===== src/rtl/ipr_write_arbiter.sv =====
// Round-robin arbiter sharing one IPR write port among N_REQ requesters.
// One transfer in flight at a time; completion is routed back to the granted requester.
module ipr_write_arbiter #(
  parameter int DSIZE          = 8,
  parameter int N_REQ          = 4,
  parameter int WATCHDOG_LIMIT = 100
) (
  input  logic                   w_clk,
  input  logic                   w_rst_n,
  input  logic [N_REQ-1:0]       s_req,
  input  logic [N_REQ-1:0]       s_we,
  input  logic [N_REQ*DSIZE-1:0] s_wdata,
  output logic [N_REQ-1:0]       s_gnt,
  output logic [N_REQ-1:0]       s_rvalid,
  output logic                   m_req,
  output logic                   m_we,
  output logic [DSIZE-1:0]       m_wdata,
  input  logic                   m_gnt,
  input  logic                   m_rvalid,
  output logic                   stall_timeout,
  output logic                   stall_pulse
);

  localparam int                IW       = $clog2(N_REQ);
  localparam int                PW       = IW + 1;
  localparam int                CW       = $clog2(WATCHDOG_LIMIT + 1);
  localparam logic [CW-1:0]     WD_MAX   = CW'(WATCHDOG_LIMIT);
  localparam logic [IW-1:0]     LAST_IDX = IW'(N_REQ - 1);
  localparam logic [N_REQ-1:0]  ONE_HOT0 = {{(N_REQ-1){1'b0}}, 1'b1};

  typedef enum logic {ST_ARB = 1'b0, ST_WAIT = 1'b1} state_t;

  state_t            state_r;
  logic [IW-1:0]     rr_ptr_r;
  logic [IW-1:0]     rsp_id_r;
  logic [CW-1:0]     wd_cnt_r;
  logic              stall_timeout_r;
  logic              stall_pulse_r;

  logic [N_REQ-1:0]  elig_s;
  logic              any_s;
  logic              arb_s;
  logic              present_s;
  logic              gnt_fire_s;
  logic              rsp_fire_s;
  logic [IW-1:0]     sel_s;
  logic [IW-1:0]     rr_nxt_s;
  logic [CW-1:0]     wd_nxt_s;

  assign elig_s     = s_req & s_we;
  assign any_s      = |elig_s;
  // Gating with w_rst_n keeps every output low while reset is held.
  assign arb_s      = w_rst_n & (state_r == ST_ARB);
  assign present_s  = arb_s & any_s;
  assign gnt_fire_s = present_s & m_gnt;
  assign rsp_fire_s = w_rst_n & (state_r == ST_WAIT) & m_rvalid;
  assign rr_nxt_s   = (sel_s == LAST_IDX) ? {IW{1'b0}} : sel_s + IW'(1);

  // First eligible requester at or after rr_ptr, wrapping modulo N_REQ.
  always_comb begin
    logic          found;
    logic          hit;
    logic [PW-1:0] pos;
    sel_s = rr_ptr_r;
    found = 1'b0;
    hit   = 1'b0;
    pos   = {PW{1'b0}};
    for (int k = 0; k < N_REQ; k++) begin
      pos   = {1'b0, rr_ptr_r} + PW'(k);
      pos   = (pos >= PW'(N_REQ)) ? pos - PW'(N_REQ) : pos;
      hit   = ~found & elig_s[pos[IW-1:0]];
      sel_s = hit ? pos[IW-1:0] : sel_s;
      found = found | hit;
    end
  end

  // Downstream request, data mux, one-hot grant and routed completion.
  always_comb begin
    m_req    = 1'b0;
    m_we     = 1'b0;
    m_wdata  = {DSIZE{1'b0}};
    s_gnt    = {N_REQ{1'b0}};
    s_rvalid = {N_REQ{1'b0}};
    if (present_s) begin
      m_req   = 1'b1;
      m_we    = 1'b1;
      m_wdata = s_wdata[int'(sel_s)*DSIZE +: DSIZE];
      s_gnt   = m_gnt ? (ONE_HOT0 << sel_s) : {N_REQ{1'b0}};
    end else begin
      m_wdata = {DSIZE{1'b0}};
    end
    if (rsp_fire_s) begin
      s_rvalid = ONE_HOT0 << rsp_id_r;
    end else begin
      s_rvalid = {N_REQ{1'b0}};
    end
  end

  // Watchdog counts presented-but-refused cycles, saturating at the limit.
  always_comb begin
    if (!present_s || m_gnt) begin
      wd_nxt_s = {CW{1'b0}};
    end else if (wd_cnt_r == WD_MAX) begin
      wd_nxt_s = wd_cnt_r;
    end else begin
      wd_nxt_s = wd_cnt_r + CW'(1);
    end
  end

  // Arbitration FSM, round-robin pointer and watchdog flags.
  always_ff @(posedge w_clk or negedge w_rst_n) begin
    if (!w_rst_n) begin
      state_r         <= ST_ARB;
      rr_ptr_r        <= {IW{1'b0}};
      rsp_id_r        <= {IW{1'b0}};
      wd_cnt_r        <= {CW{1'b0}};
      stall_timeout_r <= 1'b0;
      stall_pulse_r   <= 1'b0;
    end else begin
      wd_cnt_r        <= wd_nxt_s;
      stall_timeout_r <= (wd_nxt_s == WD_MAX);
      // Pulse lines up with the first cycle stall_timeout reads high.
      stall_pulse_r   <= (wd_nxt_s == WD_MAX) & ~stall_timeout_r;
      case (state_r)
        ST_ARB: begin
          if (gnt_fire_s) begin
            rsp_id_r <= sel_s;
            rr_ptr_r <= rr_nxt_s;
            state_r  <= ST_WAIT;
          end else begin
            state_r  <= ST_ARB;
          end
        end
        ST_WAIT: begin
          if (m_rvalid) begin
            state_r <= ST_ARB;
          end else begin
            state_r <= ST_WAIT;
          end
        end
        default: state_r <= ST_ARB;
      endcase
    end
  end

  assign stall_timeout = stall_timeout_r;
  assign stall_pulse   = stall_pulse_r;

endmodule

===== config.mk =====
export PLATFORM = sky130hd
export DESIGN_NAME = ipr_write_arbiter
export DESIGN_NICKNAME = d
export VERILOG_FILES = /design/src/rtl/ipr_write_arbiter.sv
export SDC_FILE = /design/constraint.sdc
export NUM_CORES = 1
export LEC_CHECK = 0
export BUFFER_PORTS_ARGS = -buffer_cell sky130_fd_sc_hd__clkbuf_2
export CAP_MARGIN = 10
export CORE_UTILIZATION = 45
export CTS_CLUSTER_SIZE = 12
export DETAILED_ROUTE_END_ITERATION = 12
export GPL_TIMING_DRIVEN = 0
export HOLD_SLACK_MARGIN = 0.06
export PLACE_DENSITY = 0.83
export SYNTH_ARGS = -nofsm -noshare
export SYNTH_HDL_FRONTEND = slang
export SYNTH_SLANG_ARGS = --single-unit

===== constraint.sdc =====
create_clock -name w_clk -period 5.5 [get_ports w_clk]
set_input_delay 0.825 -clock w_clk [delete_from_list [all_inputs] [get_ports w_clk]]
set_output_delay 0.825 -clock w_clk [all_outputs]
set_load 0.1 [all_outputs]

== Yosys cells after proc, flatten, opt, wreduce, memory -nomap -nowiden ==
Index checks and enable logic that the tools add are counted.

* $add $sub $neg: 9
* $mul: 0
* Div/mod/pow operators: 0
* $lt $le $gt $ge: 8
* Equality and inequality tests: 3
* Shifts and indexed selects: 3
* Muxes and demuxes: 27
* Bitwise gates (word level): 17
* Reduce and logical (&&, ||, !) cells: 4

{| class="wikitable"
|+ Operator list
! kind !! count
|-
| 32-bit by 6-bit indexed part select with 8-bit output || 1
|-
| 2-bit 2-to-1 mux || 9
|-
| 7-bit == test (second input constant) || 2
|-
| 7-bit 2-to-1 mux || 2
|-
| 2-bit by 3-bit < comparator with 1-bit output (second input constant) || 4
|-
| 4-bit 2-to-1 mux || 3
|-
| 1-bit AND || 9
|-
| 3-bit >= comparator (second input constant) || 3
|-
| 1-bit binary-select mux with 2-bit select || 4
|-
| 8-bit 2-to-1 mux || 1
|-
| 1-bit by 2-bit left shift with 4-bit output (first input constant) || 2
|-
| 2-bit by 1-bit subtractor with 2-bit output (second input constant) || 4
|-
| 7-bit by 1-bit adder with 7-bit output (second input constant) || 1
|-
| 1-bit 2-to-1 mux || 7
|-
| 2-bit by 2-bit adder with 3-bit output (second input constant) || 2
|-
| 1-bit NOT || 5
|-
| 4-bit AND || 1
|-
| 4-bit OR reduction || 1
|-
| 2-bit by 1-bit adder with 3-bit output (second input constant) || 1
|-
| 2-bit by 3-bit >= comparator with 1-bit output (second input constant) || 1
|-
| 2-bit by 1-bit adder with 2-bit output (second input constant) || 1
|-
| 2-bit == test (second input constant) || 1
|-
| 1-bit bitwise OR || 2
|-
| 1-bit case mux with 2 select lines || 1
|-
| 3 further kinds || 3
|}

* Bits in registers: 14
* Latch bits: 0
* Bits in writable memories: 0
* Memory bits (read-only): 0
* Bits of input ports: 44
* Logic and storage cells: 77
* Memories kept: 0

== Logic depth before layout (Yosys ltp) ==
Gate-level depths: netlist of run 1.

* Word-level depth: 16
* Depth in mapped cells: 7
* Depth with buffers taken out: 7

== Least setup slack after synthesis of run 1 ==
No wires, ideal clock.

* Kind: input -> output
* Start: input s_req[1]
* End: output s_gnt[2]
* Data arrival time: 5.737 ns
* Path slack: -1.062 ns
* Stages: 4
* Path buffers: 0
* Cell sequence: nand2_1 > a31oi_1 > nand2_1 > nor3b_1

* Word-level cells in the longest chain between the ends: 15
* Elaborated cells between the ends (all ways): 26
* Classes of those cells: 1 x shift; 14 x mux; 10 x bitwise; 1 x reduce/logical

{| class="wikitable"
|+ RTL lines
! what !! RTL line !! source
|-
| start, declared || 10 || <nowiki>input logic [N_REQ-1:0] s_req,</nowiki>
|-
| 4-bit AND (*) || 50 || <nowiki>assign elig_s = s_req & s_we;</nowiki>
|-
| 1-bit binary-select mux with 2-bit select || 71 || <nowiki>hit = ~found & elig_s[pos[IW-1:0]];</nowiki>
|-
| 1-bit 2-to-1 mux (implied by the code) || 71 ||
|-
| 1-bit NOT || 71 ||
|-
| 1-bit AND || 71 ||
|-
| 1-bit bitwise OR || 73 || <nowiki>found = found | hit;</nowiki>
|-
| 1-bit NOT || 71 ||
|-
| 1-bit AND || 71 ||
|-
| 1-bit bitwise OR || 73 ||
|-
| 1-bit NOT || 71 ||
|-
| 1-bit AND || 71 ||
|-
| 2-bit 2-to-1 mux || 72 || <nowiki>sel_s = hit ? pos[IW-1:0] : sel_s;</nowiki>
|-
| 1-bit by 2-bit left shift with 4-bit output || 88 || <nowiki>s_gnt = m_gnt ? (ONE_HOT0 << sel_s) : {N_REQ{1'b0}};</nowiki>
|-
| 4-bit 2-to-1 mux || 88 ||
|-
| 4-bit 2-to-1 mux (*) || 84 || <nowiki>if (present_s) begin</nowiki>
|-
| end, declared || 13 || <nowiki>output logic [N_REQ-1:0] s_gnt,</nowiki>
|}

Every way passes the cells marked *; elsewhere a longest branch is shown, timed or not. The select of a mux whose other input is x is not followed.

== Worst setup path in the final report of run 1 ==
* Start: input s_req[3]
* End: output s_gnt[3]

The elaborated chain is that of the path after synthesis.

==> metrics.md, run 1 <==
| Metric | Value |
|---|---|
| Mapped Cells | 127 |
| Hold slack | about 0.43 ns |
| Antenna diode count | 0 |
| Die W | roughly 53 µm |
| Max Cap Viol | 0 |
| Port Buffers | 63 |
| Syn nets | 174 |
| Total power | 0.553 mW |
| Total GRT Usage | approximately 22% |
| Via count | 1221 |
| Final Max Tran Viols | 0 |
| Final Hold Fails | 0 |
| Cell count after placement | 220 |
| Worst-Skew Late Latency | around 0.27 ns |
| Pwr Density | 346 mW/mm² |
| DRC Markers | 0 |
| Starting DRT DRC Count | 18 |
| Total CTS buffers | 3 |
| Seq cells post-synth | 14 |
| Reg clk slew, reported paths | 0.08 ns |
| Initial Util | between 40% and 50% |
| Critical path capture point type | output pin |
| CTS tree | built |
| Synth top cells by count | mux2i_1, dfrtp_1, nand2_1, nor2_1, o22ai_1 |
| Vias in the first global route | 1149 |
| Initial antenna violation count | 0 |
| Total grt overflow | 0 |
| Final net count | roughly 240 |
| Worst endpoint required time | ~4.7 ns |
| Worst Tran Pin Value | 0.551 ns |
| Post-CTS Resized | 0 |
| Status | completed |
| Synth-to-layout area growth | 34.6% |
| First-pass GRT wire length | ~4.6 mm |
| Warnings, synthesis | 0 |
| Final setup viols | 0 |
| Most common cell in the netlist | mux2i_1 |
| WS Path Type | input pin to output pin |
| Hold Path Class | flip-flop to flip-flop |
| Final HPWL DP | between 2 and 2.5 mm |
| Seq/Total Area, Yosys | between 20% and 30% |
| Mapped Area | approximately 0.0012 mm² |
| Maximum VDD drop | between 200 and 250 µV |
| Fin crit period | ~3.5 ns |
| Die ar. | around 0.0028 mm² |
| WP data arrival | approximately 2.7 ns |
| Routed WL | 2.96 mm |
| Fin Setup TNS | 0 ns |
| Chip Height | 53.3 µm |
| Type of origin of the critical path | input pin |
| Max Buffers Root-to-Sink | 2 |
| Final period util | ~64% |
| Hold Buf Count CTS | 0 |
| Ys flop type | dfrtp_1 |
| Worst Path Max Fanout | 10 |
| Largest net degree at the start of global routing | 17 |
| DRT Pass-1 Iters | 4 |
| Async SR Flop Fraction | 100% |
| Root buf cell | clkbuf_4 |
| Synth cell types | 43 |
| Ports | 64 |
| H-tree levels | 1 |
| DR WL/cell | ~13 µm |
| Syn avg cell area | a little over 9 µm² |
| Leak | about 0.81 nW |
| Synth top area cells | dfrtp_1, mux2i_1, o22ai_1, xnor2_1, nand2_1 |
| Std-Cell Rows | 18 |
| Non-filler cells, final | roughly 220 |
| Layout cells sized above 1 | 42.8% |
| Setup Buffers After CTS | 0 |
| RSZ-0062 raised after global routing | false |
| Clk sink count | 14 |
| Setup Skew | between 0.002 and 0.003 ns |
| Relative max-transition margin | around 63% |
| Fmax | 0.282 GHz |
| GPL Wtd Cong | 0.906 |
| Yosys top cell area share | 29.5% |
| ANT nets after route | 0 |
| Post-synth top area cell | dfrtp_1 |
| Core area | about 0.0025 mm² |
| Number of flops mapped to enable cells by yosys | 0 |
| Vias/cell | approximately 5.5 |
## cells by family after synthesis
family	share of synthesized area, %
buffers and inverters	6.22
xor gates and xnor gates	5.17
and+or+nand+nor	20.3
AOI/OAI and AO/OA	18.5
DFF	29.5
muxes	17.2
adders and majority gates	3.16
## critical path, cell delays in order
cell and delay [ns]:
clkbuf_2 0.13, and2_1 0.22, o22ai_1 0.14, a221oi_4 0.44
buf_6 0.22, ha_1 0.14, and3_1 0.13, clkbuf_2 0.45
## routing by layer
metal | GRT usage, % | wire, µm | up-vias
met1 | 22.1 | 1120 | 552
met5 | 0 | 0 | -
li1 | - | - | 611
met3 | 3.45 | 251 | 6
met2 | 43.8 | 1550 | 52
met4 | 7.89 | 37 | 0
## where the power goes
group	internal (mW)	switching [mW]	leakage (nW)
clock network	0.0402	0.0315	0.0210
registers	0.119	0.0231	0.185
logic	0.112	0.226	0.603
total	0.272	0.281	0.809
## cell type report
type,count,area [µm²]
fillers,199,881
multi-input cells,101,783
flip-flops and latches,14,350
repair buffers,63,315
plain buffers,5,47.5
well taps,30,37.5
clock buffers,4,36.3
inverters,7,26.3
## metrics by stage
stage	util, %	instance area [µm²]	setup WS, ns
finish	64.4	1600	1.95
global route	64.4	1600	1.83
CTS	64.4	1600	1.96
detailed placement	63.0	1560	1.96
global placement	63.0	1560	1.99
floorplan	-	1210	0.633
## sequential cells by signal, indices dropped and copies added (netlist names)
signal and count:
wd_cnt_r 7, state_r 1, stall_pulse 1, rr_ptr_r 2, rsp_id_r 2, stall_timeout 1
## final timing paths
check                              start     endpoint  slack [ns]  cells after the start
setup / recovery                s_req[3]     s_gnt[3]        1.95                      8
hold / removal             stall_timeout  stall_pulse        0.43                      1
hold reg to reg            stall_timeout  stall_pulse        0.43                      1
setup reg to reg             rr_ptr_r[1]  rr_ptr_r[1]        3.39                      6
min in group asynchronous        w_rst_n  wd_cnt_r[3]        0.44                      1
max in group asynchronous        w_rst_n  rsp_id_r[1]        4.79                      1
## layout by cell type, fill, tap and decap left out, types with 4 or more instances in the layout
| master | netlist | layout |
|---|---|---|
| clkbuf_2 | 0 | 63 |
| mux2i_1 | 17 | 17 |
| dfrtp_1 | 14 | 14 |
| nand2_1 | 11 | 11 |
| nor2_1 | 10 | 10 |
| o22ai_1 | 9 | 9 |
| inv_1 | 7 | 7 |
| xnor2_1 | 5 | 5 |
| and3_1 | 4 | 4 |
Note: power is estimated with default switching activity, not from simulation.
==> run 2, diff against run 1 <==
- ABC_AREA: not set -> 1
- PLACE_DENSITY: 0.83 -> 0.78
- clock period: 5.5 -> 3.5 ns (I/O delays scaled with it)
==> metrics.md, run 2 <==
| Metric | Value |
|---|---|
| Port Buffers | 63 (unchanged) |
| Post-CTS Resized | 0 (unchanged) |
| Final Max Tran Viols | 0 (unchanged) |
| Final HPWL DP | 3.06 mm (was 2.47 mm) |
| Vias/cell | 4.94 (was 5.45) |
| Chip Height | 61.6 µm (was 53.3 µm) |
| Critical path capture point type | output pin (unchanged) |
| Antenna diode count | 0 (unchanged) |
| Seq cells post-synth | 14 (unchanged) |
| Slowest-stage cell, CP | clkbuf_2 (unchanged) |
| Worst-Skew Late Latency | 0.27 ns (about the same) |
| Setup Skew | 0.00731 ns (was 0.00267 ns) |
| Hold Path Class | input pin to async pin (was flip-flop to flip-flop) |
| Worst-path cell chain | inv_2 -> buf_6 -> nand2_1 -> nand3_1 -> nand2_1 -> nor2_8 -> nand2_1 -> nand3_1 -> nand3_1 -> nand2_1 -> buf_4 -> ha_1 -> nand2_1 -> nor2_1 -> clkbuf_2 (was clkbuf_2 -> and2_1 -> o22ai_1 -> a221oi_4 -> buf_6 -> ha_1 -> and3_1 -> clkbuf_2) |
| Placed cell area | 0.00198 mm² (was 0.00156 mm²) |
| Largest net degree at the start of global routing | 17 (unchanged) |
| CTS tree | built (unchanged) |
| Final setup viols | 0 (unchanged) |
| Root buf cell | clkbuf_4 (unchanged) |
| Total CTS buffers | 3 (unchanged) |
| Ys flop type | dfrtp_1 (unchanged) |
| Syn nets | 289 (was 174) |
| Slowest stage delay, CP | 0.47 ns (was 0.45 ns) |
| WS Path Type | flip-flop to output pin (was input pin to output pin) |
| Async SR Flop Fraction | 100% (unchanged) |
| Worst endpoint required time | 2.97 ns (was 4.68 ns) |
| Maximum VDD drop | 559 µV (was 210 µV) |
| Hold Buf Count CTS | 0 (unchanged) |
| H-tree levels | 1 (unchanged) |
| Most frequent cells in the layout | nand2_1, clkbuf_2, nand3_1, nor2_1 (was clkbuf_2, mux2i_1, dfrtp_1, nand2_1, nor2_1) |
| Synth cell types | 26 (was 43) |
| Vias in the first global route | 1433 (was 1149) |
| Relative max-transition margin | 61.0% (was 63.4%) |
| DRC Markers | 0 (unchanged) |
| Final Cell Area | 0.00200 mm² (was 0.00160 mm²) |
| Number of flops mapped to enable cells by yosys | 0 (unchanged) |
| Core area | 0.00336 mm² (was 0.00248 mm²) |
| Synth-to-layout area growth | 25.2% (was 34.6%) |
| Most common cell in the netlist | nand2_1 (was mux2i_1) |
| Setup Buffers After CTS | 0 (unchanged) |
| Initial Util | 47.5% (was 47.9%) |
| Worst Path Max Fanout | 10 (unchanged) |
| Pwr Density | 1160 mW/mm² (was 346 mW/mm²) |
| Syn avg cell area | 6.61 µm² (was 9.34 µm²) |
| Biggest register | wd_cnt_r (unchanged) |
| Mapped Cells | 242 (was 127) |
| Fmax | between 0.3 and 0.4 GHz |
| Biggest regs | wd_cnt_r: 7 flops, rr_ptr_r: 2 flops, rsp_id_r: 2 flops (unchanged) |
| Warnings, synthesis | 0 (unchanged) |
| Max Cap Viol | 0 (unchanged) |
| Reg clk slew, reported paths | 0.08 ns (about the same) |
| RSZ-0062 raised after global routing | false (unchanged) |
| Initial antenna violation count | 0 (unchanged) |
| Leak | 1.09 nW (was 0.809 nW) |
| Layout cells sized above 1 | 37.3% (was 42.8%) |
| Total power | 2.33 mW (was 0.553 mW) |
| Status | completed (unchanged) |
| Worst Tran Pin Value | 0.581 ns (was 0.551 ns) |
| Most used cell, CP | nand2_1 (was clkbuf_2) |
| Starting DRT DRC Count | 120 (was 18) |
| Seq/Total Area, Yosys | 21.9% (was 29.5%) |
| Std-Cell Rows | 21 (was 18) |
| Yosys top cell area share | 21.9% (was 29.5%) |
| Final net count | 357 (was 242) |
| ANT nets after route | 0 (unchanged) |
| Clk sink count | 14 (unchanged) |
| Die W | 61.6 µm (was 53.3 µm) |
| DRT Pass-1 Iters | 4 (unchanged) |
| Routed WL | 3.79 mm (was 2.96 mm) |
| Ports | 64 (unchanged) |
| Post-synth top area cell | dfrtp_1 (unchanged) |
| Most common cell after layout, fill and taps aside | nand2_1 (was clkbuf_2) |
| Fin Setup TNS | 0 ns (unchanged) |
| First-pass GRT wire length | 5.98 mm (was 4.55 mm) |
| GPL Wtd Cong | 0.815 (was 0.906) |
| Via count | 1749 (was 1221) |
| Max reg flops | 7 (unchanged) |
| Die ar. | 0.00380 mm² (was 0.00285 mm²) |
| WP data arrival | 2.71 ns (was 2.72 ns) |
| Mapped Area | 0.00160 mm² (was 0.00119 mm²) |
| Type of origin of the critical path | flip-flop (was input pin) |
| Max Buffers Root-to-Sink | 2 (unchanged) |
| Fin crit period | ~3.2 ns |
| Synth top area cells | dfrtp_1, nand2_1, nand3_1, nand2_2, nor2_1 (was dfrtp_1, mux2i_1, o22ai_1, xnor2_1, nand2_1) |
| Final Hold Fails | 0 (unchanged) |
| DR WL/cell | 10.7 µm (was 13.2 µm) |
| Final period util | 92.3% |
| Synth top cells by count | nand2_1, nand3_1, nor2_1, inv_1, nand2_2 (was mux2i_1, dfrtp_1, nand2_1, nor2_1, o22ai_1) |
| Total grt overflow | 0 (unchanged) |
| Total GRT Usage | 20.4% (was 21.9%) |
==> run 2: cell types whose count changed in the layout (fill, tap and decap cells not counted), moves of 9 or more <==
cell	delta
nand2_1	+61
nand3_1	+46
mux2i_1	-17
nand2_2	+16
inv_1	+9
o22ai_1	-9
==> run 2: cells by family (layout without fill, tap and decap cells) <==
family	count (synthesis)	after routing	synth area share, %
compound gates	14	14	5.79
xor+xnor	4	4	2.19
simple gates	179	179	57.7
flops	14	14	21.9
buf+inv	28	94	10.1
fa+ha+maj	3	3	2.35
==> run 2: cell type report <==
type                       instances  area [µm²]
multi-input combinational        200        1090
fill                             359        1360
sequential                        14         350
buffer                             9        90.1
timing repair buffer              63         315
inverter                          19        71.3
tap                               46        57.6
clock buffer                       3        22.5
==> run 2: worst paths after layout <==
kind	start	endpoint	slack, ns	cells after the start
setup / recovery	rr_ptr_r[0]	s_gnt[3]	0.27	15
hold reg to reg	stall_timeout	stall_pulse	0.44	1
max in group asynchronous	w_rst_n	rsp_id_r[1]	3.09	1
min in group w_clk	stall_timeout	stall_pulse	0.44	1
setup reg to reg	rr_ptr_r[0]	rr_ptr_r[1]	1.31	13
hold / removal	w_rst_n	wd_cnt_r[5]	0.14	1
==> run 2: report_power, final <==
| part | internal, mW | switching (mW) | total (mW) |
|---|---|---|---|
| clock network | 0.0398 | 0.0456 | 0.0854 |
| registers | 0.186 | 0.0200 | 0.206 |
| logic | 0.598 | 1.44 | 2.03 |
==> run 2: worst max-delay path, delay by kind of cell, from the launching register on <==
family	cells	cell delay [ns]
and+or+nand+nor	10	0.95
adders and majority gates	1	0.15
buffers and inverters	4	0.89
DFF	1	0.43
==> run 2: through the flow <==
stage                     instances  utilization (%)  hold WS (ns)  setup WS [ns]
after floorplan                 242                -         0.229         0.0691
after global placement          351             58.9         0.422          0.514
after detailed placement        351             58.9         0.427          0.510
after CTS                       354             59.5         0.157          0.273
after global routing            354             59.5         0.165         0.0868
final                           354             59.5         0.144          0.270
==> run 2: routing by layer <==
metal / vias up / GRT usage [%] / wire length, µm / share of wire, %
met5: - / 0 / 0 / 0
met4: 0 / 1.59 / 21 / 0.55
met3: 2 / 3.36 / 159 / 4.2
met2: 41 / 32.6 / 1810 / 48
met1: 777 / 30.2 / 1800 / 47
li1: 929 / - / - / -
==> run 3, diff against run 2 <==
- CORE_UTILIZATION: 45 -> 49
- PLACE_DENSITY: 0.78 -> 0.84
- RECOVER_POWER: not set -> 25
==> metrics.md, run 3 (synthesis results as in run 2) <==
| Metric | Value |
|---|---|
| Status | completed (unchanged) |
| Reg2reg end | rr_ptr_r[1] (unchanged) |
| Worst-Skew Late Latency | 0.27 ns (about the same) |
| ANT nets after route | 0 (unchanged) |
| Final HPWL DP | 3.16 mm (was 3.06 mm) |
| Synth-to-layout area growth | 25.0% (was 25.2%) |
| Switching pwr | 1.51 mW (was 1.50 mW) |
| Hold Path Class | input pin to async pin (unchanged) |
| DRT Pass-1 Iters | 4 (unchanged) |
| Leak | 1.09 nW (unchanged) |
| Critical path launch point | rr_ptr_r[0] (unchanged) |
| WS Path Type | flip-flop to output pin (unchanged) |
| Max Buffers Root-to-Sink | 2 (unchanged) |
| Port Buffers | 63 (unchanged) |
| Clk sink count | 14 (unchanged) |
| Vias/cell | 5.07 (was 4.94) |
| Non-filler cells, final | 352 (was 354) |
| Pwr Density | 1170 mW/mm² (was 1160 mW/mm²) |
| Relative max-transition margin | 61.4% (was 61.0%) |
| Max Cap Viol | 0 (unchanged) |
| Die W | 59.1 µm (was 61.6 µm) |
| Final Hold Fails | 0 (unchanged) |
| Total power | 2.34 mW (was 2.33 mW) |
| Setup Skew | 0.00431 ns (was 0.00731 ns) |
| Maximum VDD drop | 687 µV (was 559 µV) |
| Total grt overflow | 0 (unchanged) |
| Most common cell after layout, fill and taps aside | nand2_1 (unchanged) |
| Worst Tran Pin Value | 0.574 ns (was 0.581 ns) |
| Fin Setup TNS | 0 ns (unchanged) |
| Final core utilization | 65.0% (was 59.5%) |
| Root buf cell | clkbuf_4 (unchanged) |
| Total GRT Usage | 23.5% (was 20.4%) |
| GPL Wtd Cong | 0.835 (was 0.815) |
| Placed cell area | 0.00198 mm² (about the same) |
| Final period util | 93.2% (was 92.3%) |
| Worst reg-to-reg setup slack | 1.32 ns (was 1.31 ns) |
| Net Sw Frac | 64.7% (was 64.6%) |
| Total CTS buffers | 3 (unchanged) |
| Worst setup endpoint | s_gnt[3] (unchanged) |
| Biggest regs | wd_cnt_r: 7 flops, rr_ptr_r: 2 flops, rsp_id_r: 2 flops (unchanged) |
| Clock share of power | 3.8% (was 3.7%) |
| Hold slack | 0.147 ns (was 0.144 ns) |
| H-tree levels | 1 (unchanged) |
| RSZ-0062 raised after global routing | false (unchanged) |
| DRC Markers | 0 (unchanged) |
| Critical R2R Launch | rr_ptr_r[0] (unchanged) |
| First-pass GRT wire length | 6.49 mm (was 5.98 mm) |
| Worst endpoint required time | 2.97 ns (about the same) |
| CTS tree | built (unchanged) |
| Type of origin of the critical path | flip-flop (unchanged) |
| Initial antenna violation count | 0 (unchanged) |
| Final Cell Area | 0.00200 mm² (about the same) |
| Std-Cell Rows | 20 (was 21) |
| WP data arrival | 2.74 ns (was 2.71 ns) |
| Post-CTS Resized | 0 (unchanged) |
| Max reg flops | 7 (unchanged) |
| Final Max Tran Viols | 0 (unchanged) |
| Via count | 1785 (was 1749) |
| Initial Util | 52.0% (was 47.5%) |
| Setup WS post-layout | 0.238 ns (was 0.270 ns) |
| Biggest register | wd_cnt_r (unchanged) |
| Sequential share of power | 8.9% (about the same) |
| Core area | 0.00308 mm² (was 0.00336 mm²) |
| Setup Buffers After CTS | 0 (unchanged) |
| Setup slack after placement | 0.490 ns (was 0.510 ns) |
| Die ar. | 0.00350 mm² (was 0.00380 mm²) |
| Ports | 64 (unchanged) |
| Routed WL | 3.86 mm (was 3.79 mm) |
| Most frequent cells in the layout | nand2_1, clkbuf_2, nand3_1, nor2_1 (unchanged) |
| Fmax | 0.307 GHz (was 0.310 GHz) |
| Antenna diode count | 0 (unchanged) |
| Chip Height | 59.1 µm (was 61.6 µm) |
| Cell count after placement | 349 (was 351) |
| Vias in the first global route | 1572 (was 1433) |
| Largest net degree at the start of global routing | 17 (unchanged) |
| Reg clk slew, reported paths | 0.08 ns (about the same) |
| Fin crit period | 3.26 ns (was 3.23 ns) |
| Final net count | 357 (unchanged) |
| Combinational share of power | 87.3% (was 87.5%) |
| Layout cells sized above 1 | 37.3% (unchanged) |
| Cell Int Power | 0.826 mW (was 0.824 mW) |
| Worst reg2reg path depth | 13 (unchanged) |
| DR WL/cell | 11.0 µm (was 10.7 µm) |
| Critical path capture point type | output pin (unchanged) |
| Starting DRT DRC Count | 108 (was 120) |
| Worst Path Max Fanout | 10 (unchanged) |
| Hold Buf Count CTS | 0 (unchanged) |
| Final setup viols | 0 (unchanged) |
[run 3: cell counts in the layout (fill, tap and decap cells not counted)]
Identical to the previous run, type by type.
[run 3: layout make-up]
cell class / instances / area [µm²]
timing repair buffer: 63 / 315
clock buffer: 3 / 22.5
fill: 299 / 1080
buffer: 9 / 90.1
sequential: 14 / 350
tap: 44 / 55.1
multi-input combinational: 200 / 1090
inverter: 19 / 71.3
[run 3: worst max-delay path, stage by stage (launching register included)]
cell and delay [ns]:
dfrtp_1 0.44, inv_2 0.10, buf_6 0.15, nand2_1 0.08, nand3_1 0.08, nand2_1 0.12, nor2_8 0.22, nand2_1 0.07
nand3_1 0.07, nand3_1 0.07, nand2_1 0.08, buf_4 0.17, ha_1 0.16, nand2_1 0.05, nor2_1 0.11, clkbuf_2 0.47
[run 3: metal layers]
metal  GRT usage, %  vias up  share of wire (%)
li1               -      923                  -
met1           29.9      803                 44
met2           42.5       52                 50
met3           3.28        7                5.1
met4           4.42        0               0.91
met5              0        -                  0
[run 3: how the worst min path moves through the flow]
stage / startpoint / endpoint / cells after the start
after detailed placement: stall_timeout / stall_pulse / 1
after global placement: stall_timeout / stall_pulse / 1
after CTS: w_rst_n / state_r / 1
final: w_rst_n / state_r / 1
after floorplan: w_rst_n / rr_ptr_r[0] / 0
after global routing: w_rst_n / state_r / 1
[run 3: power groups by stage]
stage	clock network (mW)	registers [mW]	logic (mW)
2_1_floorplan	0	0.205	1.73
3_3_place_gp	0	0.209	2.01
3_5_place_dp	0	0.210	2.03
4_1_cts	0.0896	0.208	2.04
5_1_grt	0.0976	0.213	2.22
6_report	0.0880	0.208	2.04
